**src/rtl/wu_decode.sv**
```systemverilog
// WU decode stage: buffers instruction words returned for the fetch stage and
// assembles SOD/OPT/EOD sequences into one decoded descriptor per emit.
module wu_decode #(
    parameter int unsigned WU_WIDTH     = 32,
    parameter int unsigned FIFO_DEPTH   = 8,
    parameter int unsigned STALL_MARGIN = 3,
    parameter int unsigned MAX_OPTS     = 4
) (
    input  logic                     clk,
    input  logic                     reset_poweron,
    input  logic                     wum__wud__valid,
    input  logic [WU_WIDTH-1:0]      wum__wud__data,
    output logic                     wud__wuf__stall,
    output logic                     wud__dst__valid,
    input  logic                     dst__wud__ready,
    output logic [3:0]               wud__dst__opcode,
    output logic [15:0]              wud__dst__tag,
    output logic [MAX_OPTS-1:0]      wud__dst__opt_mask,
    output logic [4*MAX_OPTS-1:0]    wud__dst__opt_type,
    output logic [24*MAX_OPTS-1:0]   wud__dst__opt_value,
    output logic                     wud__err,
    input  logic                     mcntl__wud__err_clear
);

    localparam int unsigned AW = $clog2(FIFO_DEPTH);
    localparam int unsigned CW = AW + 1;
    localparam int unsigned IW = $clog2(MAX_OPTS + 1);

    typedef enum logic [1:0] {
        S_IDLE    = 2'd0,
        S_COLLECT = 2'd1,
        S_EMIT    = 2'd2
    } state_t;

    typedef enum logic [1:0] {
        K_NOP = 2'b00,
        K_SOD = 2'b01,
        K_OPT = 2'b10,
        K_EOD = 2'b11
    } kind_t;

    logic [WU_WIDTH-1:0]   r_mem [FIFO_DEPTH];
    logic [AW-1:0]         r_wr_ptr;
    logic [AW-1:0]         r_rd_ptr;
    logic [CW-1:0]         r_count;
    logic                  r_stall;

    state_t                r_state;
    state_t                w_state_nxt;

    logic [3:0]            r_cur_op;
    logic [15:0]           r_cur_tag;
    logic [MAX_OPTS-1:0]   r_cur_mask;
    logic [4*MAX_OPTS-1:0] r_cur_type;
    logic [24*MAX_OPTS-1:0] r_cur_val;
    logic [IW-1:0]         r_idx;

    logic                  r_valid;
    logic [3:0]            r_op;
    logic [15:0]           r_tag;
    logic [MAX_OPTS-1:0]   r_mask;
    logic [4*MAX_OPTS-1:0] r_type;
    logic [24*MAX_OPTS-1:0] r_val;
    logic                  r_err;

    logic                  w_empty;
    logic                  w_full;
    logic                  w_pop;
    logic                  w_push;
    logic                  w_ovf;
    logic [WU_WIDTH-1:0]   w_word;
    kind_t                 w_kind;
    logic                  w_latch_hdr;
    logic                  w_write_opt;
    logic                  w_load_out;
    logic                  w_release;
    logic                  w_dec_err;
    logic                  w_err_set;
    logic                  w_unused;

    assign w_empty  = (r_count == '0);
    assign w_full   = (r_count == CW'(FIFO_DEPTH));
    assign w_pop    = !w_empty && (r_state != S_EMIT);
    // A full FIFO still accepts a word when a pop frees a slot in the same cycle.
    assign w_push   = wum__wud__valid && (!w_full || w_pop);
    assign w_ovf    = wum__wud__valid && w_full && !w_pop;
    assign w_word   = r_mem[r_rd_ptr];
    assign w_kind   = kind_t'(w_word[31:30]);
    assign w_unused = ^w_word[25:24];

    always_ff @(posedge clk) begin
        if (w_push) begin
            r_mem[r_wr_ptr] <= wum__wud__data;
        end
    end

    always_ff @(posedge clk) begin
        if (reset_poweron) begin
            r_wr_ptr <= '0;
            r_rd_ptr <= '0;
            r_count  <= '0;
            r_stall  <= 1'b0;
        end else begin
            if (w_push) r_wr_ptr <= r_wr_ptr + AW'(1);
            if (w_pop)  r_rd_ptr <= r_rd_ptr + AW'(1);
            if (w_push && !w_pop)      r_count <= r_count + CW'(1);
            else if (!w_push && w_pop) r_count <= r_count - CW'(1);
            r_stall <= (r_count >= CW'(FIFO_DEPTH - STALL_MARGIN));
        end
    end

    always_ff @(posedge clk) begin
        if (reset_poweron) r_state <= S_IDLE;
        else               r_state <= w_state_nxt;
    end

    always_comb begin
        w_state_nxt = r_state;
        case (r_state)
            S_IDLE:    if (w_pop && w_kind == K_SOD) w_state_nxt = S_COLLECT;
            S_COLLECT: if (w_pop && w_kind == K_EOD) w_state_nxt = S_EMIT;
            S_EMIT:    if (dst__wud__ready) w_state_nxt = S_IDLE;
            default:   w_state_nxt = S_IDLE;
        endcase
    end

    always_comb begin
        w_latch_hdr = 1'b0;
        w_write_opt = 1'b0;
        w_load_out  = 1'b0;
        w_release   = 1'b0;
        w_dec_err   = 1'b0;
        case (r_state)
            S_IDLE: begin
                if (w_pop) begin
                    case (w_kind)
                        K_SOD:   w_latch_hdr = 1'b1;
                        K_OPT,
                        K_EOD:   w_dec_err   = 1'b1;
                        default: ;
                    endcase
                end
            end
            S_COLLECT: begin
                if (w_pop) begin
                    case (w_kind)
                        K_SOD: begin
                            w_latch_hdr = 1'b1;
                            w_dec_err   = 1'b1;
                        end
                        K_OPT: begin
                            if (r_idx < IW'(MAX_OPTS)) w_write_opt = 1'b1;
                            else                       w_dec_err   = 1'b1;
                        end
                        K_EOD:   w_load_out = 1'b1;
                        default: ;
                    endcase
                end
            end
            S_EMIT:  w_release = dst__wud__ready;
            default: ;
        endcase
    end

    always_ff @(posedge clk) begin
        if (reset_poweron) begin
            r_cur_op   <= '0;
            r_cur_tag  <= '0;
            r_cur_mask <= '0;
            r_cur_type <= '0;
            r_cur_val  <= '0;
            r_idx      <= '0;
        end else if (w_latch_hdr) begin
            r_cur_op   <= w_word[29:26];
            r_cur_tag  <= w_word[15:0];
            r_cur_mask <= '0;
            r_cur_type <= '0;
            r_cur_val  <= '0;
            r_idx      <= '0;
        end else if (w_write_opt) begin
            for (int unsigned s = 0; s < MAX_OPTS; s++) begin
                if (r_idx == IW'(s)) begin
                    r_cur_mask[s]          <= 1'b1;
                    r_cur_type[s*4 +: 4]   <= w_word[29:26];
                    r_cur_val[s*24 +: 24]  <= w_word[23:0];
                end
            end
            r_idx <= r_idx + IW'(1);
        end
    end

    always_ff @(posedge clk) begin
        if (reset_poweron) begin
            r_valid <= 1'b0;
            r_op    <= '0;
            r_tag   <= '0;
            r_mask  <= '0;
            r_type  <= '0;
            r_val   <= '0;
        end else if (w_load_out) begin
            r_valid <= 1'b1;
            r_op    <= r_cur_op;
            r_tag   <= r_cur_tag;
            r_mask  <= r_cur_mask;
            r_type  <= r_cur_type;
            r_val   <= r_cur_val;
        end else if (w_release) begin
            r_valid <= 1'b0;
        end
    end

    assign w_err_set = w_ovf || w_dec_err;

    always_ff @(posedge clk) begin
        if (reset_poweron)              r_err <= 1'b0;
        else if (w_err_set)             r_err <= 1'b1;
        else if (mcntl__wud__err_clear) r_err <= 1'b0;
    end

    assign wud__wuf__stall     = r_stall;
    assign wud__dst__valid     = r_valid;
    assign wud__dst__opcode    = r_op;
    assign wud__dst__tag       = r_tag;
    assign wud__dst__opt_mask  = r_mask;
    assign wud__dst__opt_type  = r_type;
    assign wud__dst__opt_value = r_val;
    assign wud__err            = r_err;

endmodule

```
**config.mk**
```make
export PLATFORM = sky130hd
export DESIGN_NAME = wu_decode
export DESIGN_NICKNAME = d
export VERILOG_FILES = /design/src/rtl/wu_decode.sv
export SDC_FILE = /design/constraint.sdc
export NUM_CORES = 1
export LEC_CHECK = 0
export ABC_AREA = 1
export CAP_MARGIN = 20
export CORE_ASPECT_RATIO = 0.75
export CORE_MARGIN = 5
export CORE_UTILIZATION = 46
export DETAILED_ROUTE_END_ITERATION = 12
export GPL_ROUTABILITY_DRIVEN = 0
export PLACE_DENSITY = 0.65
export SLEW_MARGIN = 25
export SYNTH_ARGS = -nofsm -noshare
export SYNTH_HDL_FRONTEND = slang
export SYNTH_SLANG_ARGS = --single-unit
```
**constraint.sdc**
```tcl
create_clock -name clk -period 9.9 [get_ports clk]
set_input_delay 2.97 -clock clk [delete_from_list [all_inputs] [get_ports clk]]
set_output_delay 2.97 -clock clk [all_outputs]
set_load 0.005 [all_outputs]
```
==> results of run 1 <==
[layer usage]
layer	vias up	part of all wire, %
li1	8679	-
met1	7755	46
met2	377	46
met3	100	5.9
met4	4	2.6
met5	-	0.058
[cell families after synthesis]
family	after synthesis	share of synthesized area, %
and+or+nand+nor	1615	28.1
buffers and inverters	637	11.3
DFF	533	58.5
AOI/OAI and AO/OA	46	1.06
adders and majority gates	14	0.818
xor gates and xnor gates	4	0.157
[layout by cell type (no fill, tap or decap), types with 5 or more instances in the layout]
master,Yosys,final
nand2_1,951,951
nor2_1,522,518
inv_1,501,499
dfxtp_1,293,290
edfxtp_1,240,240
clkdlybuf4s50_1,0,173
nand3_1,121,121
clkbuf_16,0,53
o21ai_0,25,25
buf_4,3,20
a21oi_1,17,17
clkbuf_1,35,16
ha_1,13,13
clkinv_2,0,11
clkbuf_8,0,9
nand4_1,7,7
nor3_2,0,5
nor2_2,1,5
[registers in the layout, indices dropped and copies added, names as in the netlist, 4 cells and up, named ones only]
signal,count
r_count,4
r_cur_mask,4
r_cur_op,4
r_cur_tag,16
r_cur_type,16
r_cur_val,96
r_mem,240
wud__dst__opcode,4
wud__dst__opt_mask,4
wud__dst__opt_type,16
wud__dst__opt_value,96
wud__dst__tag,16
[how the worst min path moves through the flow]
| stage | slack, ns | to | from | depth (start not counted) |
|---|---|---|---|---|
| final | 0.45 | r_cur_op[0]$_SDFFE_PP0P_ | r_cur_op[0]$_SDFFE_PP0P_ | 2 |
| after global routing | 0.47 | r_cur_tag[15]$_SDFFE_PP0P_ | r_cur_tag[15]$_SDFFE_PP0P_ | 2 |
| after CTS | 0.46 | r_cur_op[2]$_SDFFE_PP0P_ | r_cur_op[2]$_SDFFE_PP0P_ | 2 |
| after detailed placement | 0.44 | r_cur_tag[5]$_SDFFE_PP0P_ | r_cur_tag[5]$_SDFFE_PP0P_ | 2 |
| after global placement | 0.44 | register | r_rd_ptr[2]$_SDFFE_PP0N_ | 2 |
| after floorplan | 0.43 | r_cur_op[0]$_SDFFE_PP0P_ | r_cur_op[0]$_SDFFE_PP0P_ | 2 |
[worst max-delay path, stage by stage]
cell,delay (ns)
clkdlybuf4s50_1,0.57
inv_4,0.51
nand2_2,0.23
clkinv_2,0.46
buf_4,0.86
nand2_1,0.13
nor2_1,0.15
[metrics by stage]
stage	setup slack [ns]	std cells	hold WS (ns)
after floorplan	4.27	2849	0.427
after global placement	3.88	3550	0.438
after detailed placement	3.81	3550	0.440
after CTS	4.43	3643	0.455
after global routing	4.15	3644	0.468
final	4.40	3644	0.453
[cell type report]
class	count	area, um^2	area share (%)
clock buffers	78	1510	5.78
clock inverters	15	121	0.465
inverters	504	1900	7.26
multi-input cells	1679	6760	25.9
flip-flops and latches	533	13100	50.1
well taps	639	800	3.06
repair buffers	196	1940	7.43
[power by group]
part	total, mW	internal (mW)	switching (mW)	leakage (nW)
logic	1.72	0.523	1.20	7.37
registers	2.65	2.48	0.169	4.55
clock network	1.91	1.10	0.811	0.809
total	6.28	4.10	2.18	12.7
==> results.md, run 1 <==
- First-pass GRT wire length: 86.4 mm
- Critical path origin: reset_poweron
- Top post-synthesis cells by count: 951 x nand2_1, 522 x nor2_1, 501 x inv_1
- Synth top area share: 32.3%
- # port buffers: 173
- Total gr overflow: 0
- Root Driver: clkbuf_16
- N_diodes: 0
- IO Count: 176
- Slew Limit Fails: 0
- Setup Viol. Count Final: 0
- Ys flop type: dfxtp_1
- DIE WIDTH: 264 um
- Most common cell in the netlist: nand2_1
- Max Freq: 182 MHz
- DRT Wirelength: 55.2 mm
- Area after DPL: 24,400 um^2
- Initial DRT Pass Iterations: 7
- Cell Pwr Density: 241 nW/um^2
- Area delta synth->final: 16.9%
- Die ar.: 53,100 um^2
- Core Region: 47,700 um^2
- Critical Path Start Type: primary input
- # fillers: 4,341
- Worst R2R Path Depth: 12
- Worst r2r dst: wud__dst__opt_value[85]$_SDFFE_PP0P_
- Busiest grt layer: met2
- RSZ-0062 raised after global routing: no
- Avg WL per Cell: 15.1 um
- Post-synth top area cell: edfxtp_1
- ANT nets after route: 0
- Distinct cells, synth: 26
- Crit path to: r_cur_val[43]$_SDFFE_PP0P_
- Grt met3 use: 4.13%
- Starting Density: 46.9%
- Maximum vdd drop: 211 uV
- Vias post-DR: 16,915
- Max Cap Viol: 0
- CTS Sinks: 533
- Number of global-route vias before repair: 16,027
- Worst slew pin tran: 1.06 ns
- Avg Cell Area, Syn: 7.84 um^2
- TritonCTS buffer count: 52
- Postcts setup bufs: 0
- Chip height: 201 um
- Met1 Usage GRT: 28.1%
- Largest net degree at the start of global routing: 258
- Setup Skew: 0.0174 ns
- Syn Nets: 2,900
- Arrival time at the worst endpoint: 6.02 ns
- Worst Setup End Kind: register
- Final #Nets: 3,017
- Initial antenna violation count: 2
- #FFs+latches synth: 533
- Yosys Warn Count: 0
- Status: finished, final reports clean
- # DRC: 0
- Clk_lat worst skew: 0.60 ns
- Vias/cell: 4.64
- Mapped Cells: 2,849
- Total GRT Usage: 20.4%
- LEAKAGE: 12.7 nW
- WP data required: 10.42 ns
- Design area: 26,100 um^2
- Post-DP HPWL: 33.1 mm
- HP Class: reg -> reg
- Max_slew headroom: 29.4%
- Crit-path max FO: 94
- Async SR Flop Fraction: 0%
- R2r setup slk: 4.69 ns
- M2 GR Usage: 33.1%
- Hold Buf Count CTS: 0
- Clock Path Buffers: 3
- CTS tree: built
- Synthesized area: 22,300 um^2
- Sequential cell area fraction in the yosys report: 58.5%
- H-tree levels: 2
- Share of cells above drive strength 1: 3.99%
- DRT iter0 DRCs: 1,285
- Clock transition at path regs: 0.06 ns
- Final hold violations: 0
- Post-layout min period: 5.50 ns
- Final Util: 54.8%
- Ranking of synthesized cells by area: edfxtp_1 32%, dfxtp_1 26%, nand2_1 16%, nor2_1 8.8%, inv_1 8.4%
- Setup TNS Final: 0 ns
- Number of synthesized flops with an enable pin: 240
- Final Cycle Share: 55.6%
- PostCTS Resize Cnt: 0
- Row Count: 69
- Overall power: 6.28 mW
- CP Class: in -> reg
(Power assumes the default switching activity.)
==> run 2, diff against run 1 <==
==> constraint.sdc (replaced) <==
create_clock -name clk -period 5.5 [get_ports clk]
set_input_delay 1.65 -clock clk [delete_from_list [all_inputs] [get_ports clk]]
set_output_delay 1.65 -clock clk [all_outputs]
set_load 0.005 [all_outputs]
==> run 2 against run 1 <==
Die area unchanged. Routed wire length fell by 0.11%. Non-clock buffer count up 3. Utilization increased by 0.32 points. Largest cell class unchanged. First-iteration DRC count is 10% higher. Setup slack lost 2.2 ns. Sequential power grew 78%.
==> results.md, run 2 (same netlist as run 1, synthesis figures left out) <==
- Reg area: 13,100 um^2
- Vias/cell: 4.63
- Top cell family by delay on the critical path: buffers and inverters
- # fillers: 4,333
- Chip height: 201 um
- First-pass GRT wire length: 86.2 mm
- CTS Sinks: 533
- # port buffers: 173
- Clock Path Buffers: 3
- Share of cells above drive strength 1: 4.36%
- CP Buf/Inv Count: 3
- Worst-path cell chain: inv_2 > o21ai_0 > o21ai_0 > inv_1 > o21ai_0 > ha_1 > nand4_1 > buf_12 > nand2_1 > nand2_1 > nor2_1
- Max Cap Viol: 0
- Worst slew pin tran: 0.921 ns
- Setup TNS Final: 0 ns
- Core Region: 47,700 um^2
- Number of global-route vias before repair: 16,046
- Crit path to: wud__dst__opt_value[57]$_SDFFE_PP0P_
- CTS tree: built
- PostCTS Resize Cnt: 0
- Largest net degree at the start of global routing: 151
- Worst r2r dst: wud__dst__opt_value[57]$_SDFFE_PP0P_
- Status: finished, final reports clean
- Worst R2R Path Depth: 11
- Crit-path max FO: 150
- Avg WL per Cell: 15.1 um
- Post-DP HPWL: 33.4 mm
- Commonest cells after routing, fill and taps aside: 951 x nand2_1, 518 x nor2_1, 499 x inv_1, 291 x dfxtp_1, 240 x edfxtp_1
- Vias post-DR: 16,897
- Root Driver: clkbuf_16
- Cell Pwr Density: 439 nW/um^2
- Critical Path Start Type: register
- Area delta synth->final: 17.6%
- IO Count: 176
- R2r setup slk: 2.17 ns
- DRT iter0 DRCs: 1,416
- Maximum vdd drop: 214 uV
- Final #Nets: 3,019
- Total gr overflow: 0
- Postcts setup bufs: 0
- DRT Wirelength: 55.1 mm
- Final hold violations: 0
- TritonCTS buffer count: 51
- Finished Layout Cells: 3,649
- Critical path depth: 11
- Initial DRT Pass Iterations: 5
- H-tree levels: 2
- Critical path's most frequent cell: o21ai_0
- ANT nets after route: 0
- Total GRT Usage: 20.2%
- Hold Buf Count CTS: 0
- Post-layout min period: 3.33 ns
- Most common cell after layout, fill and taps aside: nand2_1
- Reg with most FFs: r_mem
- HP Class: reg -> reg
- RSZ-0062 raised after global routing: no
- Slew Limit Fails: 0
- Clock transition at path regs: 0.06 ns
- Worst Setup End Kind: register
- Final Cycle Share: 60.5%
- Initial antenna violation count: 6
- Max_slew headroom: 38.6%
- LEAKAGE: 12.8 nW
- DIE WIDTH: 264 um
- Max Freq: 300 MHz
- WP data required: 5.95 ns
- CP Class: reg -> reg
- Crit-path max cell delay: 0.75 ns
- Footprint of the multi-input gates: 6760 um^2
- Starting Density: 46.9%
- Setup Skew: 0.0155 ns
- Critical-path top delay cell: dfxtp_4
- Placed Cells: 3,554
- Setup Viol. Count Final: 0
- Row Count: 69
- Die ar.: 53,100 um^2
- Clk_lat worst skew: 0.57 ns
- # DRC: 0
- Max reg flops: 240
- Arrival time at the worst endpoint: 3.78 ns
-- run 2: cell types whose count changed in the layout (fill, tap and decap cells not counted), sizes merged --
cell | previous run | this run
buf | 23 | 26
bufinv | 2 | 8
diode | 0 | 2
clkinvlp | 0 | 1
clkbuf | 78 | 65
clkinv | 14 | 19
inv | 503 | 504
-- run 2: how the worst min path moves through the flow --
stage | startpoint | to | slack (ns) | cells past startpoint
global placement | r_cur_tag[2]$_SDFFE_PP0P_ | r_cur_tag[2]$_SDFFE_PP0P_ | 0.44 | 2
global route | r_cur_tag[4]$_SDFFE_PP0P_ | r_cur_tag[4]$_SDFFE_PP0P_ | 0.48 | 2
CTS | r_cur_tag[8]$_SDFFE_PP0P_ | r_cur_tag[8]$_SDFFE_PP0P_ | 0.46 | 2
finish | r_cur_tag[7]$_SDFFE_PP0P_ | r_cur_tag[7]$_SDFFE_PP0P_ | 0.46 | 2
floorplan | r_cur_op[0]$_SDFFE_PP0P_ | r_cur_op[0]$_SDFFE_PP0P_ | 0.43 | 2
detailed placement | r_cur_tag[7]$_SDFFE_PP0P_ | r_cur_tag[7]$_SDFFE_PP0P_ | 0.44 | 2
-- run 2: worst reg2reg max path, stage by stage, from the launching register on --
cell	delay [ns]
dfxtp_4	0.75
inv_2	0.50
o21ai_0	0.25
o21ai_0	0.13
inv_1	0.09
o21ai_0	0.11
ha_1	0.25
nand4_1	0.25
buf_12	0.48
nand2_1	0.26
nand2_1	0.09
nor2_1	0.05
-- run 2: routing by layer --
metal | wire [um] | GRT usage [%]
met5 | 36 | 0
met4 | 1780 | 6.39
met3 | 3110 | 3.36
met2 | 24700 | 32.4
met1 | 25500 | 28.4
-- run 2: cell type report --
class | count | share of cell area (%)
diodes | 2 | 0.0191
clock buffers | 65 | 5.40
clock inverters | 28 | 1.30
inverters | 504 | 7.22
multi-input cells | 1679 | 25.7
flip-flops and latches | 533 | 49.8
well taps | 639 | 3.04
repair buffers | 199 | 7.48
-- run 2: report_power, final --
| part | switching (mW) | leakage (nW) | internal [mW] |
|---|---|---|---|
| logic | 2.18 | 7.38 | 0.950 |
| clock network | 1.47 | 0.876 | 2.19 |
| registers | 0.268 | 4.55 | 4.46 |
-- run 2: through the flow --
step                      total power, mW  worst slack, ns  hold WS [ns]  utilization, %  area, um^2
after detailed placement             7.95             1.70         0.443            51.4       24500
after floorplan                      6.65             1.19         0.427               -       22300
after global routing                 12.2             1.73         0.477            55.1       26300
after CTS                            11.6             2.22         0.458            55.1       26300
final                                11.5             2.17         0.458            55.1       26300
after global placement               7.89             1.72         0.437            51.4       24500
==> run 3, diff against run 2 <==
==> constraint.sdc (replaced) <==
create_clock -name clk -period 3.4 [get_ports clk]
set_input_delay 1.02 -clock clk [delete_from_list [all_inputs] [get_ports clk]]
set_output_delay 1.02 -clock clk [all_outputs]
set_load 0.005 [all_outputs]
==> run 3 against run 2 <==
Fmax is 14% higher. Sequential cell count stayed put. Critical path depth is 1 higher. Clock power is 52% higher. Routed wire length is 0.49% higher. Sequential share of layout area is 0.066 points lower. Non-clock buffer count is 2 higher. Die area stayed put. Utilization is 0.074 points higher. Global-route usage is 0.27 points higher. Clock skew is 0.0055 ns higher. Register-to-register slack worse by 1.7 ns. Critical path type unchanged. Critical endpoint is now wud__dst__opt_value[64]$_SDFFE_PP0P_.
==> results.md, run 3 (same netlist as run 1, synthesis figures left out) <==
- Status: finished, final reports clean
- Clk_lat worst skew: 0.59 ns
- Final #Nets: 3,022
- Final Cycle Share: 85.6%
- # DRC: 0
- CP Class: reg -> reg
- CTS tree: built
- Critical Path Start Type: register
- Number of global-route vias before repair: 16,202
- Slew Limit Fails: 0
- M2 GR Usage: 32.8%
- CTS Sinks: 533
- Max Cap Viol: 0
- Most common cell after layout, fill and taps aside: nand2_1
- Initial DRT Pass Iterations: 5
- Clock Path Buffers: 3
- Hold Buf Count CTS: 0
- Min-Delay Endpoint: r_cur_tag[0]$_SDFFE_PP0P_
- Root Driver: clkbuf_16
- ANT nets after route: 0
- Worst slew pin tran: 0.880 ns
- LEAKAGE: 12.8 nW
- Worst-path cell chain: inv_2 > o21ai_0 > o21ai_0 > inv_1 > o21ai_0 > ha_1 > nand4_1 > buf_12 > buf_16 > nand2_1 > nand2_1 > nor2_1
- Starting Density: 46.9%
- Row Count: 69
- First-pass GRT wire length: 87.5 mm
- Arrival time at the worst endpoint: 3.39 ns
- Max_slew headroom: 41.3%
- Top cell family by delay on the critical path: buffers and inverters
- Core Region: 47,700 um^2
- DIE WIDTH: 264 um
- Vias post-DR: 16,998
- Maximum vdd drop: 487 uV
- Footprint of the multi-input gates: 6760 um^2
- Initial antenna violation count: 9
- Max reg flops: 240
- Max Freq: 343 MHz
- TritonCTS buffer count: 52
- Total gr overflow: 0
- Hold_ws: 0.455 ns
- Post-layout min period: 2.91 ns
- Grt met3 use: 4.18%
- H-tree levels: 2
- Crit-path max FO: 145
- Reg area: 13,100 um^2
- Critical path's most frequent cell: o21ai_0
- Chip height: 201 um
- Post-DP HPWL: 33.5 mm
- Postcts setup bufs: 0
- Worst r2r dst: wud__dst__opt_value[64]$_SDFFE_PP0P_
- Met1 Usage GRT: 28.3%
- IO Count: 176
- DRT iter0 DRCs: 1,478
- Worst R2R Path Depth: 12
- Final hold violations: 0
- Vias/cell: 4.65
- Avg WL per Cell: 15.1 um
- RSZ-0062 raised after global routing: no
- Crit-path max cell delay: 0.48 ns
- # fillers: 4,262
- WP data required: 3.88 ns
- Overall power: 18.3 mW
- Setup Viol. Count Final: 0
- Placed Cells: 3,555
- Worst hold start: r_cur_tag[0]$_SDFFE_PP0P_
- Finished Layout Cells: 3,658
- Commonest cells after routing, fill and taps aside: 951 x nand2_1, 518 x nor2_1, 499 x inv_1, 291 x dfxtp_1, 240 x edfxtp_1
- PostCTS Resize Cnt: 0
- Busiest grt layer: met2
- Setup Skew: 0.0210 ns
- DRT Wirelength: 55.4 mm
- HP Class: reg -> reg
- Cell Pwr Density: 697 nW/um^2
- Reg with most FFs: r_mem
- Die ar.: 53,100 um^2
- Worst hold path depth: 2
- Clock transition at path regs: 0.06 ns
- Area delta synth->final: 17.8%
- R2r setup slk: 0.49 ns
- # port buffers: 173
- Worst Setup End Kind: register
- Largest net degree at the start of global routing: 243
- Critical-path top delay cell: buf_16
- Total GRT Usage: 20.5%
- Share of cells above drive strength 1: 4.18%
- CP Buf/Inv Count: 4
-- run 3: changes by cell type in the layout (fill, tap and decap cells not counted), moves of 2 or more --
cell,before,now
clkbuf_8,9,12
buf_12,3,11
diode_2,2,4
buf_4,23,15
clkinvlp_4,1,3
clkinv_2,14,6
clkbuf_1,5,16
clkbuf_16,51,53
bufinv_16,8,0
-- run 3: worst max path at each step --
stage | depth (start not counted) | from | end
6_report | 12 | register | wud__dst__opt_value[64]$_SDFFE_PP0P_
5_1_grt | 12 | register | wud__dst__opt_value[65]$_SDFFE_PP0P_
4_1_cts | 11 | register | wud__dst__opt_value[80]$_SDFFE_PP0P_
3_5_place_dp | 13 | wum__wud__valid | r_count[3]$_SDFFE_PP0P_
3_3_place_gp | 13 | wum__wud__valid | r_count[3]$_SDFFE_PP0P_
2_1_floorplan | 2 | wum__wud__valid | r_mem[4][0]$_DFFE_PP_
-- run 3: per-stage QoR --
step | instance area (um^2) | utilization, % | setup TNS (ns) | worst slack (ns)
finish | 26300 | 55.2 | 0 | 0.489
floorplan | 22300 | - | -33.55 | -0.280
detailed placement | 24600 | 51.6 | 0 | 0.412
global route | 26300 | 55.2 | 0 | 0.190
global placement | 24600 | 51.6 | 0 | 0.373
CTS | 26300 | 55.1 | 0 | 0.508
-- run 3: cell type report --
type	instances	area share, %
multi-input combinational	1679	25.7
tap	639	3.04
timing repair buffer	201	8.00
clock inverter	17	0.376
inverter	504	7.21
sequential	533	49.7
antenna	4	0.0381
clock buffer	81	5.90
-- run 3: worst reg2reg max path, cell delays in order, from the launching register on --
cell	delay [ns]
dfxtp_4	0.47
inv_2	0.17
o21ai_0	0.17
o21ai_0	0.13
inv_1	0.12
o21ai_0	0.14
ha_1	0.27
nand4_1	0.16
buf_12	0.33
buf_16	0.52
nand2_1	0.19
nand2_1	0.09
nor2_1	0.04
-- run 3: metal layers --
layer  wire length [um]  up-vias
li1                   -     8702
met1              25000     7757
met2              25000      448
met3               3900       87
met4               1370        4
met5                 34        -
-- run 3: report_power, final --
| part | switching [mW] | internal, mW |
|---|---|---|
| Clock | 2.43 | 3.14 |
| Combinational | 3.61 | 1.56 |
| Sequential | 0.372 | 7.22 |
